[src/rtl/riscv_pkg.sv]
// riscv_pkg: shared types and constants for the instruction-fetch slice.
//   XLEN / IMEM_ADDR_W / IMEM_BYTES - machine width and instruction-memory geometry
//   fetch_state_t                   - fetch FSM encoding (RUN, STALL, FAULT)
//   fetch_entry_t                   - prefetch FIFO entry {pc, inst}
//   pc_illegal()                    - true when a byte PC cannot be fetched from imem
package riscv_pkg;

  localparam int XLEN        = 32;
  localparam int IMEM_ADDR_W = 8;
  localparam int IMEM_BYTES  = 1024;
  localparam int IMEM_OFF_W  = $clog2(IMEM_BYTES);

  typedef enum logic [1:0] {
    RUN   = 2'd0,
    STALL = 2'd1,
    FAULT = 2'd2
  } fetch_state_t;

  typedef struct packed {
    logic [XLEN-1:0] pc;
    logic [XLEN-1:0] inst;
  } fetch_entry_t;

  // A PC is fetchable only if it is word-aligned and inside the 1 KiB imem.
  function automatic logic pc_illegal(input logic [XLEN-1:0] pc);
    return (pc[XLEN-1:IMEM_OFF_W] != '0) || (pc[1:0] != 2'b00);
  endfunction

endpackage

[src/rtl/fetch_ctrl_if.sv]
// fetch_ctrl_if: bundles the imem, redirect/halt, decode handshake and fault
// signals of fetch_ctrl.
//   master - the fetch controller side (drives imem address, head entry, fault)
//   slave  - the environment side (imem data, redirect, halt, decode ready)
interface fetch_ctrl_if;
  import riscv_pkg::*;

  logic [IMEM_ADDR_W-1:0] imem_addr_o;
  logic [XLEN-1:0]        imem_data_i;
  logic                   redirect_i;
  logic [XLEN-1:0]        redirect_pc_i;
  logic                   halt_i;
  logic                   inst_valid_o;
  logic                   inst_ready_i;
  logic [XLEN-1:0]        inst_o;
  logic [XLEN-1:0]        inst_pc_o;
  logic                   fault_o;
  logic [XLEN-1:0]        fault_pc_o;

  modport master (
    output imem_addr_o, inst_valid_o, inst_o, inst_pc_o, fault_o, fault_pc_o,
    input  imem_data_i, redirect_i, redirect_pc_i, halt_i, inst_ready_i
  );

  modport slave (
    input  imem_addr_o, inst_valid_o, inst_o, inst_pc_o, fault_o, fault_pc_o,
    output imem_data_i, redirect_i, redirect_pc_i, halt_i, inst_ready_i
  );

endinterface

[src/rtl/fetch_fifo.sv]
// fetch_fifo: small synchronous prefetch FIFO of fetch_entry_t.
//   clk_i, rst_i  - clock, async active-high reset (storage cleared to zero)
//   flush_i       - synchronous flush, wins over push
//   push_i/data   - write one entry (ignored when full and not popping)
//   pop_i         - consume the head (ignored when empty)
//   head_valid_o  - FIFO not empty
//   head_o        - head entry, read straight out of the storage registers
//   count_o       - occupancy 0..DEPTH
module fetch_fifo
  import riscv_pkg::*;
#(
  parameter  int DEPTH = 2,
  localparam int CNT_W = $clog2(DEPTH + 1)
) (
  input  logic               clk_i,
  input  logic               rst_i,
  input  logic               flush_i,
  input  logic               push_i,
  input  fetch_entry_t       push_data_i,
  input  logic               pop_i,
  output logic               head_valid_o,
  output fetch_entry_t       head_o,
  output logic [CNT_W-1:0]   count_o
);

  localparam int PTR_W = $clog2(DEPTH);

  fetch_entry_t     mem [DEPTH];
  logic [PTR_W-1:0] rptr, wptr;
  logic [CNT_W-1:0] count;
  logic             pop_eff, push_eff;

  // Wrap explicitly so non-power-of-two depths stay modulo DEPTH.
  function automatic logic [PTR_W-1:0] ptr_inc(input logic [PTR_W-1:0] p);
    return (p == PTR_W'(DEPTH - 1)) ? '0 : p + 1'b1;
  endfunction

  assign pop_eff  = pop_i & (count != '0);
  // Full + pop frees the slot the push lands in (wptr == rptr when full).
  assign push_eff = push_i & ((count < CNT_W'(DEPTH)) | pop_eff);

  always_ff @(posedge clk_i or posedge rst_i) begin
    if (rst_i) begin
      rptr  <= '0;
      wptr  <= '0;
      count <= '0;
      for (int i = 0; i < DEPTH; i++) mem[i] <= '0;
    end else if (flush_i) begin
      rptr  <= '0;
      wptr  <= '0;
      count <= '0;
    end else begin
      if (push_eff) begin
        mem[wptr] <= push_data_i;
        wptr      <= ptr_inc(wptr);
      end
      if (pop_eff) rptr <= ptr_inc(rptr);
      case ({push_eff, pop_eff})
        2'b10:   count <= count + 1'b1;
        2'b01:   count <= count - 1'b1;
        default: count <= count;
      endcase
    end
  end

  assign head_valid_o = (count != '0);
  assign head_o       = mem[rptr];
  assign count_o      = count;

endmodule

[src/rtl/fetch_ctrl.sv]
// fetch_ctrl: instruction-fetch controller.
// Owns the fetch PC, addresses the asynchronous 256-word imem, pushes
// {pc, inst} into a prefetch FIFO and hands entries to decode over a
// valid/ready handshake. Redirects flush the FIFO; an unfetchable PC raises a
// sticky fault that only a redirect or reset clears.
//   clk_i, rst_i  - clock, async active-high reset
//   bus (master)  - imem_addr_o/imem_data_i, redirect_i/redirect_pc_i, halt_i,
//                   inst_valid_o/inst_ready_i/inst_o/inst_pc_o, fault_o/fault_pc_o
module fetch_ctrl
  import riscv_pkg::*;
#(
  parameter logic [31:0] RESET_PC   = 32'h0000_0000,
  parameter int          FIFO_DEPTH = 2
) (
  input  logic          clk_i,
  input  logic          rst_i,
  fetch_ctrl_if.master  bus
);

  localparam int CNT_W = $clog2(FIFO_DEPTH + 1);

  fetch_state_t     state, state_nxt;
  logic [XLEN-1:0]  pc_r;
  logic             fault_r;
  logic [XLEN-1:0]  fault_pc_r;

  logic             deq, room, attempt, illegal;
  logic             push, fault_set;
  logic             head_valid;
  fetch_entry_t     head, push_data;
  logic [CNT_W-1:0] count;

  // A slot is available if the FIFO has space or the head leaves this cycle,
  // which keeps full-rate streaming with decode always ready.
  assign deq     = head_valid & bus.inst_ready_i;
  assign room    = (count < CNT_W'(FIFO_DEPTH)) | deq;
  assign attempt = (state == RUN) & room & ~bus.redirect_i;
  assign illegal = pc_illegal(pc_r);

  // ---- state register ----
  always_ff @(posedge clk_i or posedge rst_i) begin
    if (rst_i) state <= RUN;
    else       state <= state_nxt;
  end

  // ---- next-state logic ----
  // The fault check outranks halt: a RUN-state attempt at a bad PC faults
  // even if halt_i rises in the same cycle.
  always_comb begin
    state_nxt = state;
    if (bus.redirect_i) begin
      state_nxt = bus.halt_i ? STALL : RUN;
    end else begin
      case (state)
        RUN: begin
          if (attempt && illegal) state_nxt = FAULT;
          else if (bus.halt_i)    state_nxt = STALL;
          else                    state_nxt = RUN;
        end
        STALL:   state_nxt = bus.halt_i ? STALL : RUN;
        FAULT:   state_nxt = FAULT;
        default: state_nxt = RUN;
      endcase
    end
  end

  // ---- output / action logic ----
  always_comb begin
    push      = 1'b0;
    fault_set = 1'b0;
    if (attempt) begin
      if (illegal)           fault_set = 1'b1;
      else if (!bus.halt_i)  push      = 1'b1;
    end
  end

  // ---- PC and fault registers ----
  always_ff @(posedge clk_i or posedge rst_i) begin
    if (rst_i) begin
      pc_r       <= RESET_PC;
      fault_r    <= 1'b0;
      fault_pc_r <= '0;
    end else begin
      if (bus.redirect_i) pc_r <= bus.redirect_pc_i;
      else if (push)      pc_r <= pc_r + 32'd4;

      if (bus.redirect_i) fault_r <= 1'b0;
      else if (fault_set) fault_r <= 1'b1;

      // fault_pc keeps the last offender until the next fault or reset.
      if (fault_set) fault_pc_r <= pc_r;
    end
  end

  assign push_data.pc   = pc_r;
  assign push_data.inst = bus.imem_data_i;

  // A redirect in the same cycle as a dequeue: decode has taken the head,
  // and the flush then discards everything left behind it.
  fetch_fifo #(.DEPTH(FIFO_DEPTH)) u_fifo (
    .clk_i        (clk_i),
    .rst_i        (rst_i),
    .flush_i      (bus.redirect_i),
    .push_i       (push),
    .push_data_i  (push_data),
    .pop_i        (deq),
    .head_valid_o (head_valid),
    .head_o       (head),
    .count_o      (count)
  );

  assign bus.imem_addr_o  = pc_r[IMEM_ADDR_W+1:2];
  assign bus.inst_valid_o = head_valid;
  assign bus.inst_o       = head.inst;
  assign bus.inst_pc_o    = head.pc;
  assign bus.fault_o      = fault_r;
  assign bus.fault_pc_o   = fault_pc_r;

endmodule

[src/flat_wrapper.sv]
// flat-port wrapper written by rule: the top's interface ports become plain ports
module fetch_ctrl_flat import riscv_pkg::*;
#(
  parameter logic [31:0] RESET_PC   = 32'h0000_0000,
  parameter int          FIFO_DEPTH = 2
)
  (clk_i, rst_i, bus_imem_addr_o, bus_inst_valid_o, bus_inst_o, bus_inst_pc_o, bus_fault_o, bus_fault_pc_o, bus_imem_data_i, bus_redirect_i, bus_redirect_pc_i, bus_halt_i, bus_inst_ready_i);
  fetch_ctrl_if bus_i ();
  input  logic clk_i;
  input  logic rst_i;
  output wire logic [$bits(bus_i.imem_addr_o)-1:0] bus_imem_addr_o;
  output wire logic [$bits(bus_i.inst_valid_o)-1:0] bus_inst_valid_o;
  output wire logic [$bits(bus_i.inst_o)-1:0] bus_inst_o;
  output wire logic [$bits(bus_i.inst_pc_o)-1:0] bus_inst_pc_o;
  output wire logic [$bits(bus_i.fault_o)-1:0] bus_fault_o;
  output wire logic [$bits(bus_i.fault_pc_o)-1:0] bus_fault_pc_o;
  input wire logic [$bits(bus_i.imem_data_i)-1:0] bus_imem_data_i;
  input wire logic [$bits(bus_i.redirect_i)-1:0] bus_redirect_i;
  input wire logic [$bits(bus_i.redirect_pc_i)-1:0] bus_redirect_pc_i;
  input wire logic [$bits(bus_i.halt_i)-1:0] bus_halt_i;
  input wire logic [$bits(bus_i.inst_ready_i)-1:0] bus_inst_ready_i;
  assign bus_imem_addr_o = bus_i.imem_addr_o;
  assign bus_inst_valid_o = bus_i.inst_valid_o;
  assign bus_inst_o = bus_i.inst_o;
  assign bus_inst_pc_o = bus_i.inst_pc_o;
  assign bus_fault_o = bus_i.fault_o;
  assign bus_fault_pc_o = bus_i.fault_pc_o;
  assign bus_i.imem_data_i = bus_imem_data_i;
  assign bus_i.redirect_i = bus_redirect_i;
  assign bus_i.redirect_pc_i = bus_redirect_pc_i;
  assign bus_i.halt_i = bus_halt_i;
  assign bus_i.inst_ready_i = bus_inst_ready_i;
  fetch_ctrl #(.RESET_PC(RESET_PC), .FIFO_DEPTH(FIFO_DEPTH)) u_core (.clk_i(clk_i), .rst_i(rst_i), .bus(bus_i));
endmodule
[config.mk]
export PLATFORM = sky130hd
export DESIGN_NAME = fetch_ctrl_flat
export DESIGN_NICKNAME = d
export VERILOG_FILES = /design/src/rtl/riscv_pkg.sv /design/src/rtl/fetch_ctrl_if.sv /design/src/rtl/fetch_fifo.sv /design/src/rtl/fetch_ctrl.sv /design/src/flat_wrapper.sv
export SDC_FILE = /design/constraint.sdc
export NUM_CORES = 1
export LEC_CHECK = 0
export CORE_AREA = 10 10 134 136
export CTS_CLUSTER_DIAMETER = 40
export DETAILED_ROUTE_END_ITERATION = 16
export DIE_AREA = 0 0 144 146
export GPL_TIMING_DRIVEN = 0
export HOLD_SLACK_MARGIN = 0.05
export PLACE_DENSITY = 0.91
export RECOVER_POWER = 25
export SLEW_MARGIN = 20
export SYNTH_ARGS = -nofsm -noshare
export SYNTH_HDL_FRONTEND = slang
export SYNTH_SLANG_ARGS = --single-unit
[constraint.sdc]
create_clock -name clk_i -period 9.69 [get_ports clk_i]
set_input_delay 1.4535 -clock clk_i [delete_from_list [all_inputs] [get_ports clk_i]]
set_output_delay 1.4535 -clock clk_i [all_outputs]
set_load 0.03 [all_outputs]
==> run summary <==
run status: finished with violations
violated checks: max-capacitance violations, max-slew violations
leading area contributor after synthesis: dfrtp_1
post-synthesis register bit count: 199
unrepaired setup endpoints after global routing: false
Worst IR Drop VDD: 0.141 mV
ys async rst share: 1.00
cts bufs inserted: 17
most common cell after layout, fill and taps aside: dfrtp_1
ANT nets after route: 0
antenna cells: 0
Die Width: 144 µm
crit-path max cell delay: 0.63 ns
clock latency on the worst-skew pair: 0.43 ns
Leak Pwr: 5.16 nW
largest net degree at the start of global routing: 83
Max Cap Viol: 1
clk buf depth: 2
Crit Path Category: reg2out
Post-Route Setup TNS: 0 ns
simple-gate portion of the synthesized area: 0.0703
register-to-register setup slack: 7.11 ns
IO Port Bufs: 173
largest family of logic cells by synthesized area: multiplexers
Adder-Cell Fraction of Synth Area: 0.00151
post-synthesis mux area share: 0.270
area delta synth->final: 31.3%
clock sink count: 199
CP delay by family, top: buffers and inverters
Slew Limit Fails: 39
share of post-route cells with drive strength above 1: 0.256
post-DP HPWL: 14300 µm
Critical Path AT: 2.83 ns
pwr dens: 175 nW/µm²
cts-stage hold buffer count: 0
post-synthesis cell type count: 40
Syn Inst Count: 575
Hold EP: u_core.u_fifo.mem[76]
critical path depth: 4
CP cell instances: clkbuf_1 > clkbuf_1 > mux2_2 > clkdlybuf4s50_1
commonest non-fill, non-tap cells in the layout: 199 x dfrtp_1, 171 x clkdlybuf4s50_1, 138 x mux2_2
Worst Tran Pin Value: 1.92 ns
min-delay src: u_core.u_fifo.mem[76]
count of final setup violators: 0
vias in the first global route: 5998
Via density: 5.41
Critical R2R Capture: u_core.u_fifo.mem[73]
Clock Skew: 0.00933 ns
first-pass GRT wire length: 32100 µm
final WL: 19700 µm
Fin. Hold Viols: 0
First-pass DRT Iterations: 5
synth warn: 0
Req. time, crit path: 8.24 ns
Worst Setup End Kind: primary output
setup repair bufs after CTS: 0
Final nets: 839
DR WL met3: 1970 µm
Crit path buffers/inverters: 3
largest cells by area after synthesis: dfrtp_1 60%, mux2_2 19%, mux2_1 8.2%
Final Power: 1.90 mW
Crit Path Max Fanout: 10
DR top layer: met5
Yosys top cell area share: 0.601
number of gates resized after CTS: 0
Row Count: 46
post-synthesis xor/xnor area fraction: 0.00317
TritonCTS clock tree: yes
clock root buffer: clkbuf_16
WL/cell: 20.3 µm
top_reg_cell synth: dfrtp_1
Syn Nets: 645
worst r2r path cells: 7
M1 wire length: 7990 µm
initial drt markers: 343
Worst Setup Start Kind: flop
most used cell, CP: clkbuf_1
Hold WC Path Type: reg2reg
Period minus WS final: 4.29 ns
clock slew at reported path FFs: 0.07 ns
slowest library cell on the worst path: clkdlybuf4s50_1
num ports: 175
Tcrit/Tclk final: 0.442
H-Tree Depth: 4
register area share after synthesis: 0.601
area of the mapped netlist: 8290 µm²
DRC Markers: 0
R2R Path Start: u_core.pc_r[15]
Achievable Freq: 233 MHz
Synth Area in Compound Gates: 0.0190
Mapped Avg Cell Area: 14.4 µm²
GRT Total Usage: 0.194
Overflow after GRT: 0
initial antenna violation count: 1
EDFF count, synth: 0
routed wl met2: 9440 µm
initial core utilization: 0.535
Die Span Y: 146 µm
Max-slew headroom: -0.285
GPL Wtd Cong: 0.815
worst hold path cell count: 1
vias: 5266
Core Region: 15500 µm²
Die Area: 21000 µm²
## layout make-up
cell class | count | area (µm²)
clock buffers | 20 | 447
fillers | 993 | 4600
repair buffers | 175 | 1790
well taps | 192 | 240
inverters | 4 | 16.3
plain buffers | 43 | 274
multi-input cells | 329 | 3020
flip-flops and latches | 199 | 4980
clock inverters | 11 | 124
## per-stage QoR
step | std cells | hold slack (ns) | util | cell area [µm²] | setup slack [ns]
3_3_place_gp | 940 | 0.461 | 0.663 | 10300 | 0.810
6_report | 973 | 0.485 | 0.703 | 10900 | 5.40
3_5_place_dp | 942 | 0.468 | 0.667 | 10300 | 5.82
5_1_grt | 973 | 0.496 | 0.703 | 10900 | 5.24
2_1_floorplan | 575 | 0.452 | - | 8290 | 2.81
4_1_cts | 973 | 0.485 | 0.704 | 10900 | 5.33
## cells in the mapped netlist, types with 2 or more instances
cell / n
nor4_1: 8
o21ai_0: 7
buf_1: 3
nand2b_1: 2
a21oi_1: 6
nor2b_1: 49
or4_1: 2
buf_4: 13
a221o_1: 2
or2_2: 2
nor2_1: 9
or3_1: 2
dfrtp_1: 199
buf_2: 10
mux2_2: 138
buf_8: 4
xor2_1: 2
mux2_1: 60
clkbuf_1: 12
a311o_1: 3
nand3_1: 10
a31oi_1: 2
inv_1: 3
nand2_1: 11
## layer usage
metal	track usage	vias to the layer above
met2	0.310	176
met1	0.226	2677
met4	0.0633	2
met3	0.0884	31
li1	-	2380
met5	0	-
## how the worst max path moves through the flow
stage | slack, ns | endpoint | start
2_1_floorplan | 2.81 | u_core.bus.fault_o | rst_i
6_report | 5.40 | bus_inst_pc_o[0] | u_core.u_fifo.rptr
3_3_place_gp | 0.81 | u_core.pc_r[30] | rst_i
4_1_cts | 5.33 | bus_inst_pc_o[7] | u_core.u_fifo.rptr
5_1_grt | 5.24 | bus_inst_pc_o[1] | u_core.u_fifo.rptr
3_5_place_dp | 5.82 | bus_inst_pc_o[7] | u_core.u_fifo.rptr
## logic make-up after synthesis
kind of cell               count (synthesis)
AOI/OAI and AO/OA                         24
xor gates and xnor gates                   3
adders and majority gates                  1
buffers and inverters                     47
DFF                                      199
muxes                                    199
and+or+nand+nor                          102
## report_power, final
| group | internal, mW | total [mW] | leakage, nW | switching [mW] |
|---|---|---|---|---|
| sequential | 0.879 | 0.913 | 2.63 | 0.0338 |
| clock | 0.387 | 0.693 | 0.273 | 0.306 |
| combinational | 0.139 | 0.296 | 2.26 | 0.158 |
| total | 1.40 | 1.90 | 5.16 | 0.498 |
## flip-flops by register name, summed over array words and instances (netlist names)
| register | cells |
|---|---|
| u_core.bus.fault_o | 1 |
| u_core.bus.fault_pc_o | 32 |
| u_core.pc_r | 32 |
| u_core.state | 2 |
| u_core.u_fifo.count_o | 2 |
| u_core.u_fifo.mem | 128 |
| u_core.u_fifo.rptr | 1 |
| u_core.u_fifo.wptr | 1 |
(Power assumes the default switching activity.)
